### src/rtl/fetch_unit.sv
// Instruction fetch sequencer: owns the PC, issues in-order word fetches with a
// two-credit window, buffers returned words and squashes wrong-path fetches on redirect.
module fetch_unit #(
   parameter int                   CPU_WIDTH = 32,
   parameter logic [CPU_WIDTH-1:0] RESET_PC  = '0
) (
   input  logic                 clk,
   input  logic                 rst_n,
   output logic                 imem_req_valid,
   input  logic                 imem_req_ready,
   output logic [CPU_WIDTH-1:0] imem_req_addr,
   input  logic                 imem_rsp_valid,
   input  logic [CPU_WIDTH-1:0] imem_rsp_data,
   input  logic                 redirect_valid,
   input  logic [CPU_WIDTH-1:0] redirect_pc,
   output logic                 inst_valid,
   input  logic                 inst_ready,
   output logic [CPU_WIDTH-1:0] inst_data,
   output logic [CPU_WIDTH-1:0] inst_pc
);

   typedef struct packed {
      logic [CPU_WIDTH-1:0] pc;
      logic                 epoch;
   } tag_t;

   typedef struct packed {
      logic [CPU_WIDTH-1:0] pc;
      logic [CPU_WIDTH-1:0] data;
   } inst_t;

   logic [CPU_WIDTH-1:0] pc;
   logic                 epoch;

   tag_t                 tag_q [2];
   logic                 tag_wr;
   logic                 tag_rd;
   logic [1:0]           in_flight;

   inst_t                fifo_q [2];
   logic                 fifo_wr;
   logic                 fifo_rd;
   logic [1:0]           fifo_count;

   logic [2:0]           occupancy;
   logic                 req_fire;
   logic                 rsp_pop;
   logic                 rsp_keep;
   logic                 inst_fire;
   logic [CPU_WIDTH-1:0] target_pc;

   // Credit uses registered counts only, so a same-cycle pop never frees a slot early.
   assign occupancy      = {1'b0, in_flight} + {1'b0, fifo_count};
   assign imem_req_valid = rst_n && !redirect_valid && (occupancy < 3'd2);
   assign imem_req_addr  = pc;
   assign req_fire       = imem_req_valid && imem_req_ready;

   assign rsp_pop   = imem_rsp_valid && (in_flight != 2'd0);
   assign rsp_keep  = rsp_pop && !redirect_valid && (tag_q[tag_rd].epoch == epoch);

   assign inst_valid = (fifo_count != 2'd0) && !redirect_valid;
   assign inst_data  = fifo_q[fifo_rd].data;
   assign inst_pc    = fifo_q[fifo_rd].pc;
   assign inst_fire  = inst_valid && inst_ready;

   assign target_pc = redirect_pc & ~CPU_WIDTH'(3);

   // PC, epoch and in-flight tag queue.
   always_ff @(posedge clk or negedge rst_n) begin
      if (!rst_n) begin
         pc        <= RESET_PC;
         epoch     <= 1'b0;
         tag_wr    <= 1'b0;
         tag_rd    <= 1'b0;
         in_flight <= 2'd0;
         // NOTE: the tiny queues are reset so no X ever reaches an output mux.
         for (int i = 0; i < 2; i++) tag_q[i] <= '0;
      end else begin
         // NOTE: non-blocking throughout so every update sees pre-edge values.
         if (req_fire) begin
            tag_q[tag_wr] <= '{pc: pc, epoch: epoch};
            tag_wr        <= ~tag_wr;
            pc            <= pc + CPU_WIDTH'(4);
         end
         if (rsp_pop) tag_rd <= ~tag_rd;

         unique case ({req_fire, rsp_pop})
            2'b10:   in_flight <= in_flight + 2'd1;
            2'b01:   in_flight <= in_flight - 2'd1;
            default: ;
         endcase

         // Stamp outstanding tags with the old epoch so repeated redirects
         // can never toggle the epoch back into a match with a stale fetch.
         if (redirect_valid) begin
            pc    <= target_pc;
            epoch <= ~epoch;
            for (int i = 0; i < 2; i++) tag_q[i].epoch <= epoch;
         end
      end
   end

   // Decode-side instruction FIFO; a redirect flushes it in one cycle.
   always_ff @(posedge clk or negedge rst_n) begin
      if (!rst_n) begin
         fifo_wr    <= 1'b0;
         fifo_rd    <= 1'b0;
         fifo_count <= 2'd0;
         for (int i = 0; i < 2; i++) fifo_q[i] <= '0;
      end else if (redirect_valid) begin
         fifo_wr    <= 1'b0;
         fifo_rd    <= 1'b0;
         fifo_count <= 2'd0;
      end else begin
         if (rsp_keep) begin
            fifo_q[fifo_wr] <= '{pc: tag_q[tag_rd].pc, data: imem_rsp_data};
            fifo_wr         <= ~fifo_wr;
         end
         if (inst_fire) fifo_rd <= ~fifo_rd;

         unique case ({rsp_keep, inst_fire})
            2'b10:   fifo_count <= fifo_count + 2'd1;
            2'b01:   fifo_count <= fifo_count - 2'd1;
            default: ;
         endcase
      end
   end

endmodule

### config.mk
export PLATFORM = sky130hd
export DESIGN_NAME = fetch_unit
export DESIGN_NICKNAME = d
export VERILOG_FILES = /design/src/rtl/fetch_unit.sv
export SDC_FILE = /design/constraint.sdc
export NUM_CORES = 1
export LEC_CHECK = 0
export CAP_MARGIN = 5
export CORE_AREA = 2 2 106 211
export CTS_BUF_LIST = sky130_fd_sc_hd__clkbuf_16
export DETAILED_ROUTE_END_ITERATION = 8
export DIE_AREA = 0 0 108 213
export PLACE_DENSITY = 0.72
export RECOVER_POWER = 100
export SETUP_SLACK_MARGIN = 0.4
export SYNTH_ARGS = -nofsm -noshare
export SYNTH_HDL_FRONTEND = slang
export SYNTH_SLANG_ARGS = --single-unit
### constraint.sdc
create_clock -name clk -period 6.9 [get_ports clk]
set_clock_uncertainty 0.05 [all_clocks]
set_input_delay 0.69 -clock clk [delete_from_list [all_inputs] [get_ports clk]]
set_output_delay 0.69 -clock clk [all_outputs]
set_load 0.01 [all_outputs]
* After elaboration in Yosys (flattened, before gate mapping)
Index checks and enable logic that the tools add are counted.
Operators by class: add/sub/neg operators 6, reduce and logical (&&, ||, !) cells 19, shift-type cells 0, eq/ne operators 5, divide/modulo/power cells 0, bitwise operators 10, multipliers 0, mux-type cells 24, magnitude comparators 7
Operators by type and width (number):
- 64-bit 2-to-1 mux | 4
- 33-bit 2-to-1 mux | 4
- 128-bit bitwise mux | 1
- 66-bit bitwise mux | 1
- 64-bit demux with 1-bit select | 1
- 32-bit 2-to-1 mux | 2
- 34-bit 2-to-1 mux | 1
- 33-bit demux with 1-bit select | 1
- 32-bit by 3-bit adder with 32-bit output (second input constant) | 1
- 2-bit nonzero test | 6
- 1-bit logical AND | 10
- 2-bit >= comparator (second input constant) | 4
- 1-bit NOT with 2-bit output | 4
- 2-bit case mux with 2 select lines | 2
- 1-bit 2-to-1 mux | 6
- 1-bit NOT | 6
- 2-bit by 1-bit adder with 2-bit output (second input constant) | 2
- 2-bit by 1-bit == test with 1-bit output (second input constant) | 2
- 2-bit == test (second input constant) | 2
- 2-bit by 1-bit < comparator with 1-bit output (second input constant) | 2
- 2-bit by 1-bit subtractor with 2-bit output (second input constant) | 2
- 2-bit by 2-bit adder with 3-bit output | 1
- 3-bit by 2-bit < comparator with 1-bit output (second input constant) | 1
- 3-bit nonzero test | 1
- other kinds (4) | 4
Storage, ports and cells: memories 0, bits of input ports 70, bits in writable memories 0, bits in latches 0, bits in registers 235, logic and storage cells 87, memory bits (read-only) 0

* Longest topological paths before layout
Gate-level depths: netlist of run 1.
word-level depth 9, mapped depth 10, mapped depth without buffers 9

* Least setup slack after synthesis of run 1
Ideal clock, no wire load.
kind register -> register, start point register in_flight[0], end point register in_flight[1], arrival time 2.528 ns, buffers on the path 1, stages on the path, launching flop included 10, library setup time 0.079 ns, path slack 4.243 ns, data required time 6.771 ns, period minus slack after synthesis 2.657 ns, cells stage by stage dfrtp_1 -> and2_1 -> fa_1 -> nor4b_4 -> and2_1 -> inv_1 -> clkbuf_1 -> ha_1 -> nor2_1 -> xor2_1
Between the ends: longest elaborated chain between the ends 6, elaborated cells on any way between the ends 12, those cells by class 3 x add/sub; 1 x order compare; 2 x eq/ne; 1 x mux; 5 x reduce/logical
Ends and longest elaborated chain:
- start: declaration | line 38 | logic [1:0] in_flight;
- start signal: assignment | line 88 | 2'b10: in_flight <= in_flight + 2'd1;
- start signal: assignment | line 89 | 2'b01: in_flight <= in_flight - 2'd1;
- 2-bit by 2-bit adder with 3-bit output (*) | line 53 | assign occupancy = {1'b0, in_flight} + {1'b0, fifo_count};
- 3-bit by 2-bit < comparator with 1-bit output (*) | line 54 | assign imem_req_valid = rst_n && !redirect_valid && (occupancy < 3'd2);
- 1-bit logical AND (*) | line 54
- net imem_req_valid | line 9 | output logic imem_req_valid,
- 1-bit logical AND (*) | line 56 | assign req_fire = imem_req_valid && imem_req_ready;
- 2-bit by 1-bit == test with 1-bit output or 2-bit == test (tied branches) | line 87 | unique case ({req_fire, rsp_pop})
- 2-bit case mux with 2 select lines or 2-bit nonzero test (tied branches)
Mark *: on every way through the listed nets, which the timed path passes. The rest lies on a longest branch. A chain may end at the register's enable or synchronous reset.

* Final worst setup path of run 1
start point input redirect_valid, end point register in_flight[1]
Between the ends: longest elaborated chain between the ends 6, elaborated cells on any way between the ends 8, those cells by class 2 x eq/ne; 1 x mux; 5 x reduce/logical
Ends and longest elaborated chain:
- start: declaration | line 14 | input logic redirect_valid,
- 1-bit zero test (*) | line 54
- 1-bit logical AND (*) (2 in a row) | line 54
- 1-bit logical AND (*) | line 56
- 2-bit by 1-bit == test with 1-bit output or 2-bit == test (tied branches) | line 87
- 2-bit case mux with 2 select lines or 2-bit nonzero test (tied branches)
Mark *: on every way between the ends. The rest lies on a longest branch, timed or not.

==> results of run 1 <==
-- critical path: stages --
cell and delay (ns):
buf_2 0.09, clkbuf_1 0.82, nor4b_1 0.99, and2_0 1.04
inv_1 0.71, ha_1 0.43, xnor2_1 0.12, nor2_1 0.11
xor2_1 0.15
-- per-layer routing --
layer / vias up / GRT usage [%] / wire length (um)
met5: - / 0 / 0
met4: 0 / 6.98 / 533
met3: 39 / 3.11 / 997
met2: 158 / 37.1 / 12300
met1: 3423 / 25.2 / 9210
li1: 3066 / - / -
-- stage by stage --
stage | power, mW | utilization [%] | hold slack, ns | setup WS [ns]
final | 5.02 | 59.7 | 0.142 | 2.07
after global routing | 5.34 | 59.7 | 0.176 | 1.57
after CTS | 5.38 | 60.8 | 0.146 | 3.13
after detailed placement | 4.15 | 57.6 | 0.416 | 2.94
after global placement | 4.10 | 57.6 | 0.408 | 2.93
after floorplan | 3.40 | - | 0.344 | 4.24
-- cells by family (layout without fill, tap and decap cells) --
| logic type | Yosys count | in the layout | synth area share (%) |
|---|---|---|---|
| DFF | 225 | 225 | 53.4 |
| xor gates and xnor gates | 9 | 9 | 0.748 |
| AOI/OAI and AO/OA | 65 | 65 | 4.16 |
| and+or+nand+nor | 139 | 139 | 6.88 |
| other | 1 | 4 | 0.0356 |
| adders and majority gates | 3 | 3 | 0.427 |
| buffers and inverters | 54 | 211 | 2.67 |
| muxes | 277 | 277 | 31.6 |
-- synthesized netlist by cell type (6+ instances only) --
master / instances
a21oi_1: 6
clkbuf_1: 24
inv_1: 6
o311ai_0: 10
buf_4: 6
nand2b_1: 7
mux2_4: 59
nor2b_1: 7
dfrtp_1: 225
mux2_2: 213
and3_1: 7
buf_6: 6
o21ai_0: 28
buf_2: 9
a221o_1: 8
nand3_1: 20
nor2_1: 20
nand4_1: 6
nand2_1: 49
-- area by class of cell --
cell class / instances / area, um2
Timing Repair Buffer: 169 / 1670
Multi-Input combinational cell: 497 / 4420
Clock inverter: 15 / 173
Fill cell: 1840 / 8610
Tap cell: 273 / 342
Sequential cell: 225 / 5630
Clock buffer: 21 / 526
Inverter: 6 / 22.5
-- power by group through the flow --
stage | clock [mW] | combinational [mW] | sequential [mW]
final | 1.20 | 1.68 | 2.14
after detailed placement | 0 | 1.98 | 2.17
after CTS | 1.24 | 2.00 | 2.15
after floorplan | 0 | 1.34 | 2.06
after global placement | 0 | 1.96 | 2.14
after global routing | 1.29 | 1.84 | 2.21
-- sequential cells by signal, summed over array words and instances (netlist names) --
name / cells
fifo_wr: 1
in_flight: 2
epoch: 1
tag_q: 62
fifo_q: 124
tag_wr: 1
fifo_rd: 1
tag_rd: 1
fifo_count: 2
imem_req_addr: 30
-- worst min-delay path by stage --
| stage | from | endpoint | cells past startpoint |
|---|---|---|---|
| 2_1_floorplan | rst_n | epoch$_DFFE_PN0P_ | 0 |
| 3_3_place_gp | tag_q[14]$_DFFE_PN0P_ | tag_q[14]$_DFFE_PN0P_ | 2 |
| 3_5_place_dp | tag_q[40]$_DFFE_PN0P_ | tag_q[40]$_DFFE_PN0P_ | 2 |
| 4_1_cts | rst_n | fifo_q[123]$_DFFE_PN0P_ | 1 |
| 5_1_grt | rst_n | fifo_q[121]$_DFFE_PN0P_ | 1 |
| 6_report | rst_n | fifo_q[56]$_DFFE_PN0P_ | 1 |
==> key figures, run 1 <==
Outcome
  • Outcome: finished, violations left
  • Failing checks: capacitance limit, slew limit

Yosys
  • Synth Flop Type: dfrtp_1
  • Register area share after synthesis: 53.4%
  • Post-synth top area share: 53.4%
  • Ys async rst share: 100%
  • Library cells used by synthesis: 46
  • Post-synth EDFFs: 0
  • Synth Cell Area: 10500 um2
  • Syn. warnings: 0
  • Yosys top cell by area: dfrtp_1
  • Mapped Avg Cell Area: 13.6 um2
  • #FFs+latches synth: 225
  • Post-synthesis cell count: 773
  • Synth top area cells: dfrtp_1 53%, mux2_2 23%, mux2_4 8.4%

Setup path
  • CP Capture Point: in_flight[1]$_DFFE_PN0P_
  • FF-to-FF End: in_flight[1]$_DFFE_PN0P_
  • Flop-to-flop setup slack: 2.45 ns
  • Setup CP Type: in2reg
  • CP arrival: 5.19 ns
  • Crit. End Element: flop
  • R2R depth: 9
  • Startpoint type of the worst setup path: input port
  • Critical Path RT: 7.27 ns
  • FF-to-FF Start: in_flight[0]$_DFFE_PN0P_
  • Worst setup path start: redirect_valid
  • Crit-path max FO: 51

CTS
  • Root buf cell: clkbuf_16
  • CTS Buffer Depth: 3
  • Clock Latency Late Sink: 0.50 ns
  • CTS clock-pin slew for the worst setup and hold paths: 0.06 ns
  • Hold Buf Count CTS: 0
  • CTS HTree Levels: 1
  • CTS tree: done
  • TritonCTS buffer count: 21
  • Clock Sinks: 225
  • Resize count post-CTS: 0
  • Setup bufs post-CTS: 0

GRT
  • First-pass GRT wire length: 37.5 mm
  • GRT Overall Usage: 20.7%
  • Initial antenna violation count: 0
  • Grt total ovfl: 0
  • Pin count of the biggest net entering global routing: 87
  • Vias in the first global route: 7067

Power
  • Clock share of power: 24.0%
  • Combinational Power Share: 33.5%
  • Reg power frac: 42.6%
  • PwrDens: 393 nW/um2
  • Worst IR Drop VDD: 187 uV
  • Sw Share: 29.1%
  • NetSw: 1.46 mW
  • Static Leakage: 5.79 nW
  • Pint: 3.56 mW

STA
  • Tcrit/Tclk final: 70.0%
  • Slew HR: -46.3%
  • Fin crit period: 4.83 ns
  • Worst-margin pin slew: 2.20 ns
  • RSZ-0062 raised after global routing: no
  • Max frequency: 207 MHz
  • Slew Limit Fails: 52
  • Fin. Hold Viols: 0
  • Final setup viols: 0
  • Setup TNS: 0 ns

Route
  • DRT antenna net count: 0
  • Drt wl/cell: 19.1 um
  • Drt initial violations: 303
  • Vias per inst: 5.54
  • Final WL: 23.0 mm
  • Via count: 6686
  • Drt pass-1 iters: 4
  • Drt drc: 0

Floorplanning
  • Die Span Y: 213 um
  • Die area: 23000 um2
  • # rows: 76
  • Core ar.: 21400 um2
  • IO Count: 168
  • Starting Density: 49.2%
  • DIE WIDTH: 108 um

Cells and area
  • Area delta synth->final: 21.3%
  • Share of layout cells above drive strength 1: 27.9%
  • N_diodes: 0
  • Commonest non-fill, non-tap cells in the layout: 225 x dfrtp_1, 211 x mux2_2, 91 x dlygate4sd3_1
  • Nets: 993
  • Most common cell after layout, fill and taps aside: dfrtp_1
  • Post-Layout Cell Count: 1206
  • Fin area: 12800 um2

Placement
  • GP Congestion: 0.838
  • Port Buffers: 161
  • Area of placed instances: 12300 um2
  • Placed cells: 1170
  • HPWL Detailed: 15.0 mm

Job
  • Max_cap viols: 1

Hold path
  • Tightest Hold Check Type: in2async
(Power assumes the default switching activity.)
==> run 2: changes to the inputs <==
==> constraint.sdc (replaced) <==
create_clock -name clk -period 4.65 [get_ports clk]
set_clock_uncertainty 0.05 [all_clocks]
set_input_delay 0.465 -clock clk [delete_from_list [all_inputs] [get_ports clk]]
set_output_delay 0.465 -clock clk [all_outputs]
set_load 0.01 [all_outputs]
==> run 2 against run 1 <==
  * The run still ends with capacitance limit, slew limit left
  * Largest power group unchanged
  * Flip-flop and latch count is the same
  * Setup slack lost 1.3 ns
  * Total power grew 48%
  * Final area about the same
  * Sequential power increased by 49%
  * Register-to-register slack worse by 1.6 ns
  * Worst hold slack better by 0.26 ns
  * Highest routed layer unchanged
  * Final cell count rose by 0.50%
  * Count of clock-buffer cells in the layout up 2
  * Non-clock buffer count rose by 4
  * Combinational power rose by 48%
==> key figures, run 2 (same netlist as run 1, synthesis figures left out) <==
CTS
  • Resize count post-CTS: 0
  • CTS Buffer Depth: 3
  • CTS tree: done
  • CTS clock-pin slew for the worst setup and hold paths: 0.06 ns
  • Setup bufs post-CTS: 0
  • Clock Latency Late Sink: 0.52 ns
  • Clock Sinks: 225
  • CTS HTree Levels: 1
  • Root buf cell: clkbuf_16
  • TritonCTS buffer count: 22

GRT
  • Grt total ovfl: 0
  • GRT Overall Usage: 20.5%
  • Vias in the first global route: 6984
  • First-pass GRT wire length: 37.0 mm
  • Initial antenna violation count: 0
  • Pin count of the biggest net entering global routing: 174

Setup path
  • Critical Path RT: 4.14 ns
  • CP arrival: 3.36 ns
  • Flop-to-flop setup slack: 0.82 ns
  • Startpoint type of the worst setup path: flop
  • Crit. End Element: primary output
  • Setup CP Type: reg2out
  • FF-to-FF End: tag_q[42]$_DFFE_PN0P_
  • R2R depth: 7
  • Crit-path max FO: 37
  • FF-to-FF Start: in_flight[0]$_DFFE_PN0P_

STA
  • Fin crit period: 3.87 ns
  • Final WS setup: 0.778 ns
  • Final setup viols: 0
  • Max frequency: 258 MHz
  • Setup TNS: 0 ns
  • Fin. Hold Viols: 0
  • RSZ-0062 raised after global routing: no
  • Worst-margin pin slew: 2.34 ns
  • Slew HR: -55.8%
  • Slew Limit Fails: 237
  • Worst hold slack: 0.398 ns
  • Tcrit/Tclk final: 83.3%

Cells and area
  • Area delta synth->final: 21.4%
  • Fin area: 12800 um2
  • Largest register FFs: 124
  • Register area: 5630 um2
  • Share of layout cells above drive strength 1: 26.6%
  • Largest reg by FF count: fifo_q
  • Fillers: 1796
  • N_diodes: 0
  • Multi-input logic area: 4410 um2
  • Commonest non-fill, non-tap cells in the layout: 224 x dfrtp_1, 208 x mux2_2, 88 x dlygate4sd3_1
  • Most common cell after layout, fill and taps aside: dfrtp_1
  • Nets: 998

Outcome
  • Failing checks: capacitance limit, slew limit
  • Outcome: finished, violations left

Placement
  • Area of placed instances: 12400 um2
  • HPWL Detailed: 15.0 mm
  • Pre-CTS WS: 1.36 ns
  • GP Congestion: 0.856
  • Port Buffers: 161

Route
  • Via count: 6672
  • DRT antenna net count: 0
  • Drt wl/cell: 19.0 um
  • Vias per inst: 5.50
  • Drt drc: 0
  • Final WL: 23.0 mm
  • Drt pass-1 iters: 4
  • Drt initial violations: 247

Power
  • Worst IR Drop VDD: 301 uV
  • Static Leakage: 5.78 nW
  • PwrDens: 579 nW/um2

Floorplanning
  • DIE WIDTH: 108 um
  • Core ar.: 21400 um2
  • Starting Density: 49.2%
  • # rows: 76
  • IO Count: 168
  • Die Span Y: 213 um
  • Die area: 23000 um2

Job
  • Max_cap viols: 2

Hold path
  • Tightest Hold Check Type: in2async
run 2: cell types whose count changed in the layout (fill, tap and decap cells not counted), moves of 4 or more:
cell,previous run,this run
clkinv_2,6,2
clkinv_1,2,6
clkbuf_1,1,7
clkdlybuf4s50_1,68,72
run 2: per-stage QoR:
stage / util, % / power (mW) / cells
after detailed placement: 57.8 / 6.17 / 1173
after global placement: 57.8 / 6.09 / 1173
after CTS: 61.1 / 7.97 / 1212
after global routing: 59.8 / 7.88 / 1212
after floorplan: - / 5.05 / 776
final: 59.8 / 7.40 / 1212
run 2: worst max-delay path, cell delays in order (launching register included):
cell	delay [ns]
dfrtp_2	0.98
clkbuf_1	0.81
mux2_2	0.41
dlygate4sd3_1	0.61
run 2: where the power goes:
part | internal, mW | leakage [nW] | switching, mW
logic | 1.50 | 2.58 | 0.976
registers | 2.73 | 2.85 | 0.445
clock network | 1.00 | 0.357 | 0.744
run 2: cell type report:
type | count | area share, %
Timing Repair Buffer | 173 | 13.1
Clock inverter | 15 | 0.969
Inverter | 6 | 0.176
Multi-Input combinational cell | 497 | 34.5
Tap cell | 273 | 2.67
Clock buffer | 23 | 4.50
Sequential cell | 225 | 44.0
run 2: how the worst max path moves through the flow:
stage / startpoint / cells after the start / endpoint
final: fifo_rd$_DFFE_PN0P_ / 3 / inst_pc[27]
after CTS: fifo_rd$_DFFE_PN0P_ / 3 / inst_pc[30]
after floorplan: in_flight[0]$_DFFE_PN0P_ / 9 / in_flight[1]$_DFFE_PN0P_
after global routing: fifo_rd$_DFFE_PN0P_ / 3 / inst_data[4]
after detailed placement: in_flight[0]$_DFFE_PN0P_ / 10 / in_flight[1]$_DFFE_PN0P_
after global placement: in_flight[0]$_DFFE_PN0P_ / 10 / in_flight[1]$_DFFE_PN0P_
run 2: timing repair:
| item | 4_1_cts | 5_1_grt |
|---|---|---|
| endpoints found under the setup margin | 0 | 0 |
| hold buffers | 1 | 0 |
| endpoints found under the hold margin | 52 | 0 |
run 2: layer usage:
layer | wire length (um) | GRT usage, %
met2 | 12500 | 36.9
met1 | 8920 | 24.8
met3 | 1120 | 2.99
met4 | 544 | 7.03
met5 | 0 | 0
